$ cat src/rtl/stream_block_pooler.sv
// Pools a cropped window of the gray pixel stream into OUT_COLS x OUT_ROWS (avg/max/min, optional invert).
// Write strobe is registered one cycle after each block's last pixel; the stream is never stalled.
module stream_block_pooler #(
  parameter int IN_W     = 12,
  parameter int OUT_PW   = 8,
  parameter int ORIGIN_X = 208,
  parameter int ORIGIN_Y = 128,
  parameter int BLK_LG2  = 3,
  parameter int OUT_COLS = 28,
  parameter int OUT_ROWS = 28,
  parameter int ADDR_W   = 10
) (
  input  logic              D5M_PIXCLK,
  input  logic              rst_n,
  input  logic              start,
  input  logic [1:0]        mode,
  input  logic              invert,
  input  logic [IN_W-1:0]   pix_in,
  input  logic              pix_dval,
  input  logic [15:0]       x_cnt,
  input  logic [15:0]       y_cnt,
  input  logic              frame_start,
  output logic              busy,
  output logic              done,
  output logic              overrun,
  output logic              wr_en,
  output logic [ADDR_W-1:0] wr_addr,
  output logic [OUT_PW-1:0] wr_data
);

  localparam int BLOCK = 1 << BLK_LG2;
  localparam int AW    = IN_W + 2*BLK_LG2;
  localparam int CW    = (OUT_COLS > 1) ? $clog2(OUT_COLS) : 1;
  localparam int RW    = (OUT_ROWS > 1) ? $clog2(OUT_ROWS) : 1;
  localparam logic [15:0]       X_OFF  = 16'(ORIGIN_X);
  localparam logic [15:0]       Y_OFF  = 16'(ORIGIN_Y);
  localparam logic [16:0]       X_END  = 17'(ORIGIN_X + OUT_COLS*BLOCK);
  localparam logic [16:0]       Y_END  = 17'(ORIGIN_Y + OUT_ROWS*BLOCK);
  localparam logic [15:0]       BMASK  = 16'(BLOCK - 1);
  localparam logic [ADDR_W-1:0] COLS_A = ADDR_W'(OUT_COLS);
  localparam logic [ADDR_W-1:0] LAST_A = ADDR_W'(OUT_COLS*OUT_ROWS - 1);

  typedef enum logic [1:0] {S_IDLE, S_ARM, S_CAPTURE, S_DONE} state_t;

  state_t            state_q, state_d;
  logic [1:0]        mode_q, mode_d;
  logic              inv_q, inv_d;
  logic              overrun_q, overrun_d;
  logic              wr_en_q, wr_en_d;
  logic [ADDR_W-1:0] wr_addr_q, wr_addr_d;
  logic [OUT_PW-1:0] wr_data_q, wr_data_d;
  logic [AW-1:0]     acc_q [OUT_COLS];
  logic [AW-1:0]     acc_d [OUT_COLS];

  logic              clear, last_done, in_win, cap_pix, blk_first, blk_last;
  logic [15:0]       xo, yo;
  logic [CW-1:0]     col;
  logic [RW-1:0]     row;
  logic [AW-1:0]     acc_cur, pix_ext, comb_v, pooled, pooled_sh;
  logic [OUT_PW-1:0] res;

  assign last_done = wr_en_q && (wr_addr_q == LAST_A);

  always_comb begin
    state_d   = state_q;
    mode_d    = mode_q;
    inv_d     = inv_q;
    overrun_d = 1'b0;
    clear     = 1'b0;
    busy      = 1'b0;
    done      = 1'b0;
    case (state_q)
      S_IDLE: begin
        if (start) begin
          state_d = S_ARM;
          mode_d  = mode;
          inv_d   = invert;
          clear   = 1'b1;
        end
      end
      S_ARM: begin
        busy = 1'b1;
        if (frame_start) state_d = S_CAPTURE;
      end
      S_CAPTURE: begin
        busy = 1'b1;
        // A pending final write means the window already completed; that frame_start is not an overrun.
        if (last_done) begin
          state_d = S_DONE;
        end else if (frame_start) begin
          overrun_d = 1'b1;
          clear     = 1'b1;
        end
      end
      S_DONE: begin
        done    = 1'b1;
        state_d = S_IDLE;
      end
      default: state_d = S_IDLE;
    endcase
  end

  always_comb begin
    xo        = x_cnt - X_OFF;
    yo        = y_cnt - Y_OFF;
    col       = xo[BLK_LG2 +: CW];
    row       = yo[BLK_LG2 +: RW];
    in_win    = pix_dval && (x_cnt >= X_OFF) && ({1'b0, x_cnt} < X_END)
                         && (y_cnt >= Y_OFF) && ({1'b0, y_cnt} < Y_END);
    cap_pix   = (state_q == S_CAPTURE) && in_win && !clear;
    blk_first = ((xo & BMASK) == 16'd0) && ((yo & BMASK) == 16'd0);
    blk_last  = ((xo & BMASK) == BMASK) && ((yo & BMASK) == BMASK);
    pix_ext   = AW'(pix_in);
    acc_cur   = acc_q[col];
    case (mode_q)
      2'b01:   comb_v = (acc_cur > pix_ext) ? acc_cur : pix_ext;
      2'b10:   comb_v = (acc_cur < pix_ext) ? acc_cur : pix_ext;
      default: comb_v = acc_cur + pix_ext;
    endcase
    pooled    = ((mode_q == 2'b01) || (mode_q == 2'b10)) ? comb_v : (comb_v >> (2*BLK_LG2));
    // pooled never exceeds IN_W bits, so dropping the low bits leaves the top OUT_PW of the pixel.
    pooled_sh = pooled >> (IN_W - OUT_PW);
    res       = OUT_PW'(pooled_sh);

    acc_d = acc_q;
    if (clear) begin
      for (int i = 0; i < OUT_COLS; i++) acc_d[i] = '0;
    end else if (cap_pix) begin
      acc_d[col] = blk_first ? pix_ext : comb_v;
    end

    wr_en_d   = cap_pix && blk_last;
    wr_addr_d = wr_en_d ? (ADDR_W'(row) * COLS_A + ADDR_W'(col)) : wr_addr_q;
    wr_data_d = wr_en_d ? (inv_q ? ~res : res) : wr_data_q;
  end

  always_ff @(posedge D5M_PIXCLK or negedge rst_n) begin
    if (!rst_n) begin
      state_q   <= S_IDLE;
      mode_q    <= '0;
      inv_q     <= 1'b0;
      overrun_q <= 1'b0;
      wr_en_q   <= 1'b0;
      wr_addr_q <= '0;
      wr_data_q <= '0;
      for (int i = 0; i < OUT_COLS; i++) acc_q[i] <= '0;
    end else begin
      state_q   <= state_d;
      mode_q    <= mode_d;
      inv_q     <= inv_d;
      overrun_q <= overrun_d;
      wr_en_q   <= wr_en_d;
      wr_addr_q <= wr_addr_d;
      wr_data_q <= wr_data_d;
      acc_q     <= acc_d;
    end
  end

  assign overrun = overrun_q;
  assign wr_en   = wr_en_q;
  assign wr_addr = wr_addr_q;
  assign wr_data = wr_data_q;

endmodule

$ cat config.mk
export PLATFORM = sky130hd
export DESIGN_NAME = stream_block_pooler
export DESIGN_NICKNAME = d
export VERILOG_FILES = /design/src/rtl/stream_block_pooler.sv
export SDC_FILE = /design/constraint.sdc
export NUM_CORES = 1
export LEC_CHECK = 0
export ABC_AREA = 1
export CAP_MARGIN = 0
export CORE_AREA = 2 2 238 240
export CTS_CLUSTER_DIAMETER = 100
export DETAILED_ROUTE_END_ITERATION = 12
export DIE_AREA = 0 0 240 242
export HOLD_SLACK_MARGIN = 0.05
export PLACE_DENSITY = 0.67
export RECOVER_POWER = 100
export SLEW_MARGIN = 0
export SYNTH_ARGS = -nofsm -noshare
export SYNTH_HDL_FRONTEND = slang
export SYNTH_SLANG_ARGS = --single-unit
$ cat constraint.sdc
create_clock -name D5M_PIXCLK -period 3.5 [get_ports D5M_PIXCLK]
set_input_delay 0.7 -clock D5M_PIXCLK [delete_from_list [all_inputs] [get_ports D5M_PIXCLK]]
set_output_delay 0.7 -clock D5M_PIXCLK [all_outputs]
set_load 0.005 [all_outputs]
=== Word level (Yosys, flattened, before mapping) ===
Index checks and enable logic that the tools add are counted.
W data, S select, Z words.

* $add $sub $neg: 4
* Multiplexer cells: 25
* Equal/unequal tests: 11
* Multiply operators: 1
* Bitwise operators: 2
* Reduce and logical (&&, ||, !) cells: 20
* $lt $le $gt $ge: 8

{| class="wikitable"
|+ Operator list
! operator !! count
|-
| $mux W504 || 2
|-
| $bwmux W504 || 1
|-
| $mux W18 || 6
|-
| $bmux W18 S5 || 1
|-
| $demux W18 S5 || 1
|-
| $pmux W18 S2 || 1
|-
| $ge A16 B8 Y1 const B || 2
|-
| $logic_not A16 Y1 || 2
|-
| $lt A16 B9 Y1 const B || 2
|-
| $add A18 B12 Y18 || 1
|-
| $gt A18 B12 Y1 || 1
|-
| $lt A18 B12 Y1 || 1
|-
| $sub A8 B8 Y8 const B || 2
|-
| $mux W12 || 1
|-
| $logic_and A1 B1 Y1 || 11
|-
| $add A10 B5 Y10 || 1
|-
| $eq A10 B10 Y1 const B || 1
|-
| $mul A5 B3 Y8 const B || 1
|-
| $mux W8 || 1
|-
| $not A8 Y8 || 1
|-
| $pmux W2 S4 || 1
|-
| $eq A2 B2 Y1 const B || 3
|-
| $eq A3 B3 Y1 const B || 2
|-
| $ge A6 B6 Y1 const B || 1
|-
| 14 further kinds || 24
|}

* Word-level logic and storage cells: 106
* Register bits after elaboration: 529

=== Depth between registers and ports, before layout ===
* Depth in word-level cells: 12
* Mapped depth: 33
* Mapped depth without buffers: 31

=== Worst setup path before layout ===
Ideal clock, no wire load.

* Kind: input -> register
* From: in x_cnt[4]
* To: reg acc_q[102] in the netlist's numbering
* Slack: -1705 ps
* Setup time: 133 ps
* Buffers on the path: 3
* Data required time: 3367 ps
* Stages: 29
* Arrival time: 5072 ps
* Cells stage by stage: inv_2 clkbuf_1 ha_1 nand2_1 nand2_1 inv_1 nor2_1 inv_1 nor2_1 clkbuf_1 o21ai_0 nand4_1 nor2_1 inv_1 ha_1 inv_1 fa_1 inv_1 a21oi_1 o21ai_0 nand4_1 nand2_1 a21oi_1 o21ai_0 xor2_1 nand2_1 nand3_1 clkbuf_1 o22ai_1

* Cells in the longest elaborated chain, start to end: 12
* Elaborated cells on any way between the ends: 29
* Those cells by class: add/sub (2); order compare (6); mux (12); bitwise (1); reduce/logical (8)

{| class="wikitable"
|+ Ends and longest elaborated chain
! what !! line !! source
|-
| from (decl) || 20 || <nowiki>input logic [15:0] x_cnt,</nowiki>
|-
| $sub A8 B8 Y8 * || 104 || <nowiki>xo = x_cnt - X_OFF;</nowiki>
|-
| via xo[4] || 56 || <nowiki>logic [15:0] xo, yo;</nowiki>
|-
| $not A5 Y6 * || 114, 129 ||
|-
| $bmux W18 S5 || 114 || <nowiki>acc_cur = acc_q[col];</nowiki>
|-
| $mux W18 (implied by the code) (2 in a row) || 114 ||
|-
| $lt A18 B12 Y1 / $gt A18 B12 Y1 (equally long branches) || 117, 116 ||
|-
| $mux W18, on equally long branches || 117, 116 ||
|-
| $pmux W18 S2 || 115 || <nowiki>case (mode_q)</nowiki>
|-
| $mux W18 || 129 || <nowiki>acc_d[col] = blk_first ? pix_ext : comb_v;</nowiki>
|-
| $bwmux W504 * || 129 ||
|-
| $mux W504 * || 128 || <nowiki>end else if (cap_pix) begin</nowiki>
|-
| $mux W504 * || 126 || <nowiki>if (clear) begin</nowiki>
|-
| to (signal assigned) || 155 || <nowiki>acc_q <= acc_d;</nowiki>
|-
| to (decl) || 52 || <nowiki>logic [AW-1:0] acc_q [OUT_COLS];</nowiki>
|}

Mark *: on every way through the listed nets, which the timed path passes. The rest lies on a longest branch. The select of a mux whose other input is x is not followed.
A chain may end at the register's enable or synchronous reset.

=== Final worst setup path ===
* From: in x_cnt[4]
* To: reg acc_q[262] in the netlist's numbering

* Cells in the longest elaborated chain, start to end: 12
* Elaborated cells on any way between the ends: 29
* Those cells by class: add/sub (2); order compare (6); mux (12); bitwise (1); reduce/logical (8)

{| class="wikitable"
|+ Ends and longest elaborated chain
! what !! line
|-
| $sub A8 B8 Y8 || 104
|-
| $not A5 Y6 || 114, 129
|-
| $bmux W18 S5 || 114
|-
| $mux W18 (implied by the code) (2 in a row) || 114
|-
| $lt A18 B12 Y1 / $gt A18 B12 Y1 (equally long branches) || 117, 116
|-
| $mux W18, on equally long branches || 117, 116
|-
| $pmux W18 S2 || 115
|-
| $mux W18 || 129
|-
| $bwmux W504 || 129
|-
| $mux W504 || 128
|-
| $mux W504 || 126
|}

Parallel ways exist; a longest one is shown, timed or not. The select of a mux whose other input is x is not followed.

==> run summary <==
The checks that failed: max-capacitance violations, max-slew violations, negative setup slack. The worst slack at placement came out at -1.820 ns. The cell count of the worst hold path is 2. The count of buffers added on input and output ports is 73. At the end of the flow the core is filled with cells to 0.6646.

The worst-margin pin slew came out at 1.794 ns. The post-route clock period utilization came out at 1.154. The first global-routing pass estimated between 150000 and 200000 um of wire.

The most common flop cell mapped by yosys is dfrtp_1. In this run the most critical hold path is launched from acc_q[95]. The power density over cell area is between 600 and 700 mW/mm2. By startpoint and endpoint, the worst setup path is classified as in2reg. The mean routed wirelength per cell came out at roughly 21 um.

Across every metal layer, demand over resource in global routing totals 0.3457. Detailed routing inserted a total of between 20000 and 30000 vias. In this run the number of H-tree levels came out at 2. Synthesis produced a netlist whose cell count is approximately 3700.

The TritonCTS sink count is roughly 530. For this run the aggregate overflow at the end of global routing stands at 0. The placeable core region came out at 0.05573 mm2.

The run finished, with violations left. The area of the multi-input gates came out at 0.01400 mm2. Counting the buffers created by CTS gives 56. The post-layout minimum cycle time is 4.038 ns. The post-CTS clock slew at the launch and capture registers of the worst setup and hold paths is about 0.060 ns. The worst slew margin relative to its limit is -0.1960. The post-synthesis cell type with the largest combined area is dfrtp_1. Compared with the post-synthesis result, the final layout area differs by 34.18%. Averaged over all synthesized cells, the footprint is between 7 and 8 um2. The final design area excluding fillers came out at about 0.037 mm2. The register bit total from synthesis is about 530. In this run the critical register-to-register path is launched from acc_q[367].

The total die area is 0.05808 mm2. Summed over all cells, the static leakage comes to approximately 0.019 uW. The critical path capture point type is a flip-flop. The first detailed-routing pass took 8 iterations.

Yosys attributes the largest share of cell area to dfrtp_1 (48%), nand2_1 (23%), nand3_1 (3.9%), inv_1 (3.5%), nor2_1 (2.7%). The maximum frequency from static timing analysis is 247.7 MHz. The antenna diode instance count is 0. In the final layout, the share of cells above drive strength 1 is 0.2253. The post-synthesis cell area is 0.02761 mm2. The final routed DRC violation total is 0. The maximum fanout along the worst path came out at 12. The half-perimeter wire length after placement came out at 63900 um. The top cell family by delay on the critical path is simple AND/OR/NAND/NOR gates.

For the worst setup path, the data arrival time is ~4.6 ns. The detailed router finished its first iteration with between 3000 and 4000 violations. The net count of the finished layout is approximately 4200. The path with the worst hold slack has its endpoint at acc_q[95]. The count of filler cells inserted in the layout came out at 4582. The placed instances occupy a cell area of roughly 0.033 mm2. Setup repair after global routing could not meet its margin everywhere.

The clock passes through at most 3 buffers. The type of element launching the critical path is an input pin. The insertion delay to the later sink of the worst-skew pair is roughly 0.64 ns. In this run the critical register-to-register path is captured at acc_q[262]. The worst clock skew is ~0.025 ns. The initial cell density of the core came out at 0.4953. The most frequent cell after synthesis is nand2_1. The x dimension of the die came out at around 240 um. The register-to-register path setup slack is -0.24 ns. Routability-driven placement finished with a final weighted congestion of 0.9573. The worst register-to-register path has a depth of 23. The post-detailed-route via-to-cell ratio is between 5 and 6. The number of rows created at floorplan came out at 87. CTS placed an instance of clkbuf_16 at the clock tree root. The number of setup violations in the final report came out at slightly above 500. The die is approximately 240 um tall.

The slowest cell on the critical path is ha_4. TritonCTS built the clock tree. The number of global-route vias before repair came out at 26773.

After layout, the worst setup slack is -0.5378 ns. Max-cap violations in this run came to 1. In the synthesized netlist, the cells that appear most often are nand2_1 (1667), dfrtp_1 (529), inv_1 (257), nand3_1 (213), nor2_1 (198). The initial antenna violation count came out at 0. On the worst path, the slowest cell contributes a delay of 0.28 ns. The overall power of the completed layout came out at 24450 uW. The async set or reset register ratio after synthesis is 1.000. The tightest min-delay check is of the reg2reg type.

The total wire length came out at 104600 um. The required time of the critical path is ~4.1 ns. The hold violation total from the final report came to 0. The worst IR drop on VDD is 0.9746 mV. The number of buffers and inverters on the critical path is 12.

Across the whole layout, storage elements account for ~0.013 mm2. The pin count of the biggest net entering global routing came out at 95. During synthesis, Yosys emitted a total of 0 warnings. The number of enable-type register cells in the synthesized netlist came out at 0. The sequential area share after synthesis came out at 0.4795. The number of nets with antenna violations after routing is 0. The count of cell types in the netlist is 52. The number of max-slew violations in the final report came out at 68. When the netlist entered floorplanning its net count stood at between 3000 and 4000.

The number of placed I/O pins is 74. The area fraction of the dominant cell type after synthesis came out at 0.4795.
cell families (layout without fill, tap and decap cells):
group           after synthesis  count (layout)  synth area share
compound gates              399             399           0.08693
xor+xnor                     14              14          0.004442
fa+ha+maj                    58              58           0.02819
buf+inv                     450             920           0.07329
flops                       529             529            0.4795
mux                           2               2         0.0007252
simple gates               2213            2214            0.3269
final cells by class:
| cell class | instances | area share |
|---|---|---|
| multi-input cells | 2687 | 0.3780 |
| flip-flops and latches | 529 | 0.3574 |
| repair buffers | 561 | 0.1613 |
| clock buffers | 83 | 0.04492 |
| inverters | 260 | 0.02760 |
| well taps | 756 | 0.02554 |
| clock inverters | 16 | 0.005235 |
report_power, final:
part	total, uW	switching, uW	internal [uW]
sequential	6180	31.0	6150
clock	6070	2570	3500
combinational	12200	7740	4460
total	24400	10300	14100
sequential cells by signal (all words and copies together), names as in the netlist:
| signal | flops |
|---|---|
| overrun | 1 |
| state_q | 2 |
| acc_q | 504 |
| inv_q | 1 |
| mode_q | 2 |
| wr_en | 1 |
| wr_data | 8 |
| wr_addr | 10 |
how the worst max path moves through the flow:
stage / start / slack [ns] / cells after the start / to
6_report: x_cnt[4] / -0.54 / 33 / acc_q[262]
5_1_grt: x_cnt[4] / -0.68 / 34 / acc_q[73]
4_1_cts: x_cnt[4] / -0.37 / 34 / acc_q[298]
3_5_place_dp: x_cnt[5] / -1.82 / 31 / acc_q[247]
3_3_place_gp: x_cnt[5] / -1.80 / 28 / acc_q[48]
2_1_floorplan: x_cnt[4] / -0.62 / 30 / acc_q[102]
through the flow:
| stage | std cells | hold slack (ns) | TNS [ns] |
|---|---|---|---|
| after CTS | 4868 | 0.4814 | -130.35 |
| final | 4892 | 0.4760 | -205.78 |
| after floorplan | 3665 | 0.4044 | -232.64 |
| after detailed placement | 4720 | 0.4651 | -862.73 |
| after global routing | 4892 | 0.4926 | -281.87 |
| after global placement | 4720 | 0.4614 | -869.02 |
per-layer routing:
layer / part of all wire / GRT usage
met1: 0.39 / 0.4842
met2: 0.44 / 0.5116
met3: 0.11 / 0.07441
met4: 0.060 / 0.1633
met5: 0 / 0
timing repair:
item / in CTS / in global routing
endpoints found under the setup margin: 512 / 512
pin swaps: 88 / 62
gates resized for setup: 266 / 201
cloned: 16 / 13
endpoints found under the hold margin: 28 / 0
hold buffers: 1 / 0
setup buffers: 36 / 16
worst reg2reg max path, cell delays in order (launching register included):
cell and delay [ns]:
dfrtp_1 0.38, nand2_1 0.07, nand4_1 0.23, a22oi_2 0.33, nand2_2 0.17, nor2_4 0.20, inv_2 0.08, ha_4 0.28
nand2_2 0.07, nor2_4 0.13, buf_4 0.12, nand4_1 0.14, nor2_2 0.17, nand2_4 0.09, buf_4 0.20, nand3_2 0.09
nand3_2 0.07, nand3_2 0.12, nand3_2 0.11, nand2_4 0.18, buf_12 0.15, buf_16 0.17, nand2_1 0.07, nand2_1 0.05
cells in the final DEF, fill, tap and decap left out, types with 63 or more instances in the layout:
cell / instances
nand2_1: 1527
dfrtp_1: 529
buf_4: 334
inv_1: 235
nand3_1: 171
nor2_1: 170
nand2_2: 104
a21oi_1: 81
buf_12: 76
nand4_1: 73
o22ai_1: 68
clkbuf_16: 68
o21ai_0: 63
(Power assumes the default switching activity.)
==> edit, RTL diff (config.mk and constraints unchanged) <==
Set the parameter `OUT_ROWS` to 14 (it was 28).
--- a/src/rtl/stream_block_pooler.sv
+++ b/src/rtl/stream_block_pooler.sv
@@ -9,3 +9,3 @@
   parameter int OUT_COLS = 28,
-  parameter int OUT_ROWS = 28,
+  parameter int OUT_ROWS = 14,
   parameter int ADDR_W   = 10
Function: changed (Yosys sat finds a counterexample within 4 cycles, from zero or initial values and one cycle with rst_n low).
==> edit against the unedited design <==
The run ends with setup timing left; largest cell class unchanged; final cell count is 0.16% lower; total power decreased by 6.1%; core utilization fell by 1.9 points; area after synthesis decreased by 0.88%; wire length decreased by 2.3%; combinational power fell by 14%; design area is 2.9% lower; sequential cell count unchanged; setup slack lost 0.13 ns; largest power group unchanged.
==> edit: results (changes against the unedited design) <==
metric	value	unit	change
# placed instances	4699		-0.44%
Worst VDD drop	0.000479	V	-51%
wire per inst	20.9	um	-2.1%
Ys Warns	0		unchanged
Max Clock Skew	0.0260	ns	+0.00127 ns
failing checks	setup timing		
initial DRC count	3035		-9.6%
dpl ws	-1.89	ns	-0.0657 ns
fraction of area in multi-input gates	37.8	%	about the same
Layout clock buffers	79		-4.8%
relative slew slack	1.53	%	+21 points
Inverters excl. clock	210		-19%
CP Max Fanout	7		-5
Leak	18.7	nW	-3.9%
Hold Crit Class	reg2reg		
CTS Sinks	529		unchanged
Total Routing Usage GR	34.0	%	-0.60 points
Via Count	27600		-0.92%
Filler Cell Count	4752		+3.7%
CP max stage delay	0.24	ns	-0.04 ns
vias in the first global route	26600		-0.81%
IO buf count	73		unchanged
comb_multi_in	2758		+2.6%
worst setup path startpoint	x_cnt[4]		
DR vias/cell	5.64		-0.75%
pin count of the biggest net entering global routing	116		+22%
initial antenna violation count	0		unchanged
synth cell count leaders	nand2_1 (1787), dfrtp_1 (529), nand3_1 (208), inv_1 (197), nor2_1 (151)		
Switch Pwr	0.00941	W	-9.1%
TNS Setup	-252.13	ns	-46.35 ns
Worst path slowest cell	nand2_4		
post-synthesis sequential area ratio	48.4	%	+0.43 points
r2r startpoint	acc_q[385]		
Cell Area, Placed	0.0320	mm2	-1.5%
share of cells above drive strength 1	19.7	%	-2.8 points
final setup fails	512		unchanged
dpl hpwl	64.4	mm	+0.82%
Clk network pwr share	27.5	%	+2.7 points
Layout clock area frac	5.38	%	+0.37 points
post-synthesis cell type count	50		-3.8%
Antenna diodes	0		unchanged
first-pass GRT wire length	153	mm	-0.98%
area of the mapped netlist	0.0274	mm2	-0.88%
routability cong.	0.960		+0.24%
Top reg by flops	acc_q		
count of non-CTS buffers in the layout	526		-6.2%
drt pass-1 iters	6		-2
hold path start	acc_q[61]		
switching share of power	41.0	%	-1.3 points
Final WS setup	-0.666	ns	-0.128 ns
Syn Nets	3799		+0.64%
nets@finish	4187		-0.43%
status	complete, but fails checks		
mean post-synth cell area	7.41	um2	-1.6%
Layout non-clock buf frac	15.1	%	-1.1 points
PD cells	638	mW/mm2	-3.3%
top post-synthesis cells by area	dfrtp_1 (48%), nand2_1 (25%), nand3_1 (3.8%), inv_1 (2.7%), o21ai_0 (2.3%)		
## edit: cell count changes after synthesis, sizes merged, moves of 35 or more
cell    unedited run  this run
inv              259       199
clkbuf            75       115
nor2             205       161
o22ai             85        50
nand2           1682      1801
o21ai            120       156
## edit: final timing paths
| path | endpoint | slack (ns) | cells past startpoint |
|---|---|---|---|
| max | acc_q[403] | -0.67 | 31 |
| min | acc_q[61] | 0.48 | 2 |
| max reg2reg | acc_q[403] | -0.36 | 26 |
| min reg2reg | acc_q[61] | 0.48 | 2 |
| max in group asynchronous | acc_q[492] | 0.44 | 3 |
| min in group asynchronous | acc_q[247] | 0.98 | 2 |
## edit: repair_timing
item	4_1_cts	5_1_grt
gates cloned	10	15
hold buffers	1	0
setup buffers	38	20
pin swaps	58	88
hold endpoints to repair	48	0
gates resized for setup	148	161
endpoints found under the setup margin	512	512
## edit: worst max-delay path: cells and delay by family
kind,cells,cell delay [ns]
buffers and inverters,12,1.50
AOI/OAI and AO/OA,4,0.56
adders and majority gates,1,0.22
and+or+nand+nor,14,1.69
## edit: logic make-up (layout without fill, tap and decap cells)
family	count (synthesis)	in the layout	synth area share (%)
buf+inv	406	841	6.17
xor+xnor	11	11	0.352
compound gates	400	400	8.67
mux	1	1	0.0366
flops	529	529	48.4
fa+ha+maj	54	54	2.63
simple gates	2292	2292	33.8
## edit: per-layer routing
| layer | wire length (um) | vias up | track usage (%) |
|---|---|---|---|
| li1 | - | 12600 | - |
| met1 | 39900 | 13200 | 46.6 |
| met2 | 45900 | 1483 | 52.9 |
| met3 | 10800 | 317 | 5.95 |
| met4 | 5610 | 0 | 14.8 |
| met5 | 0 | - | 0 |
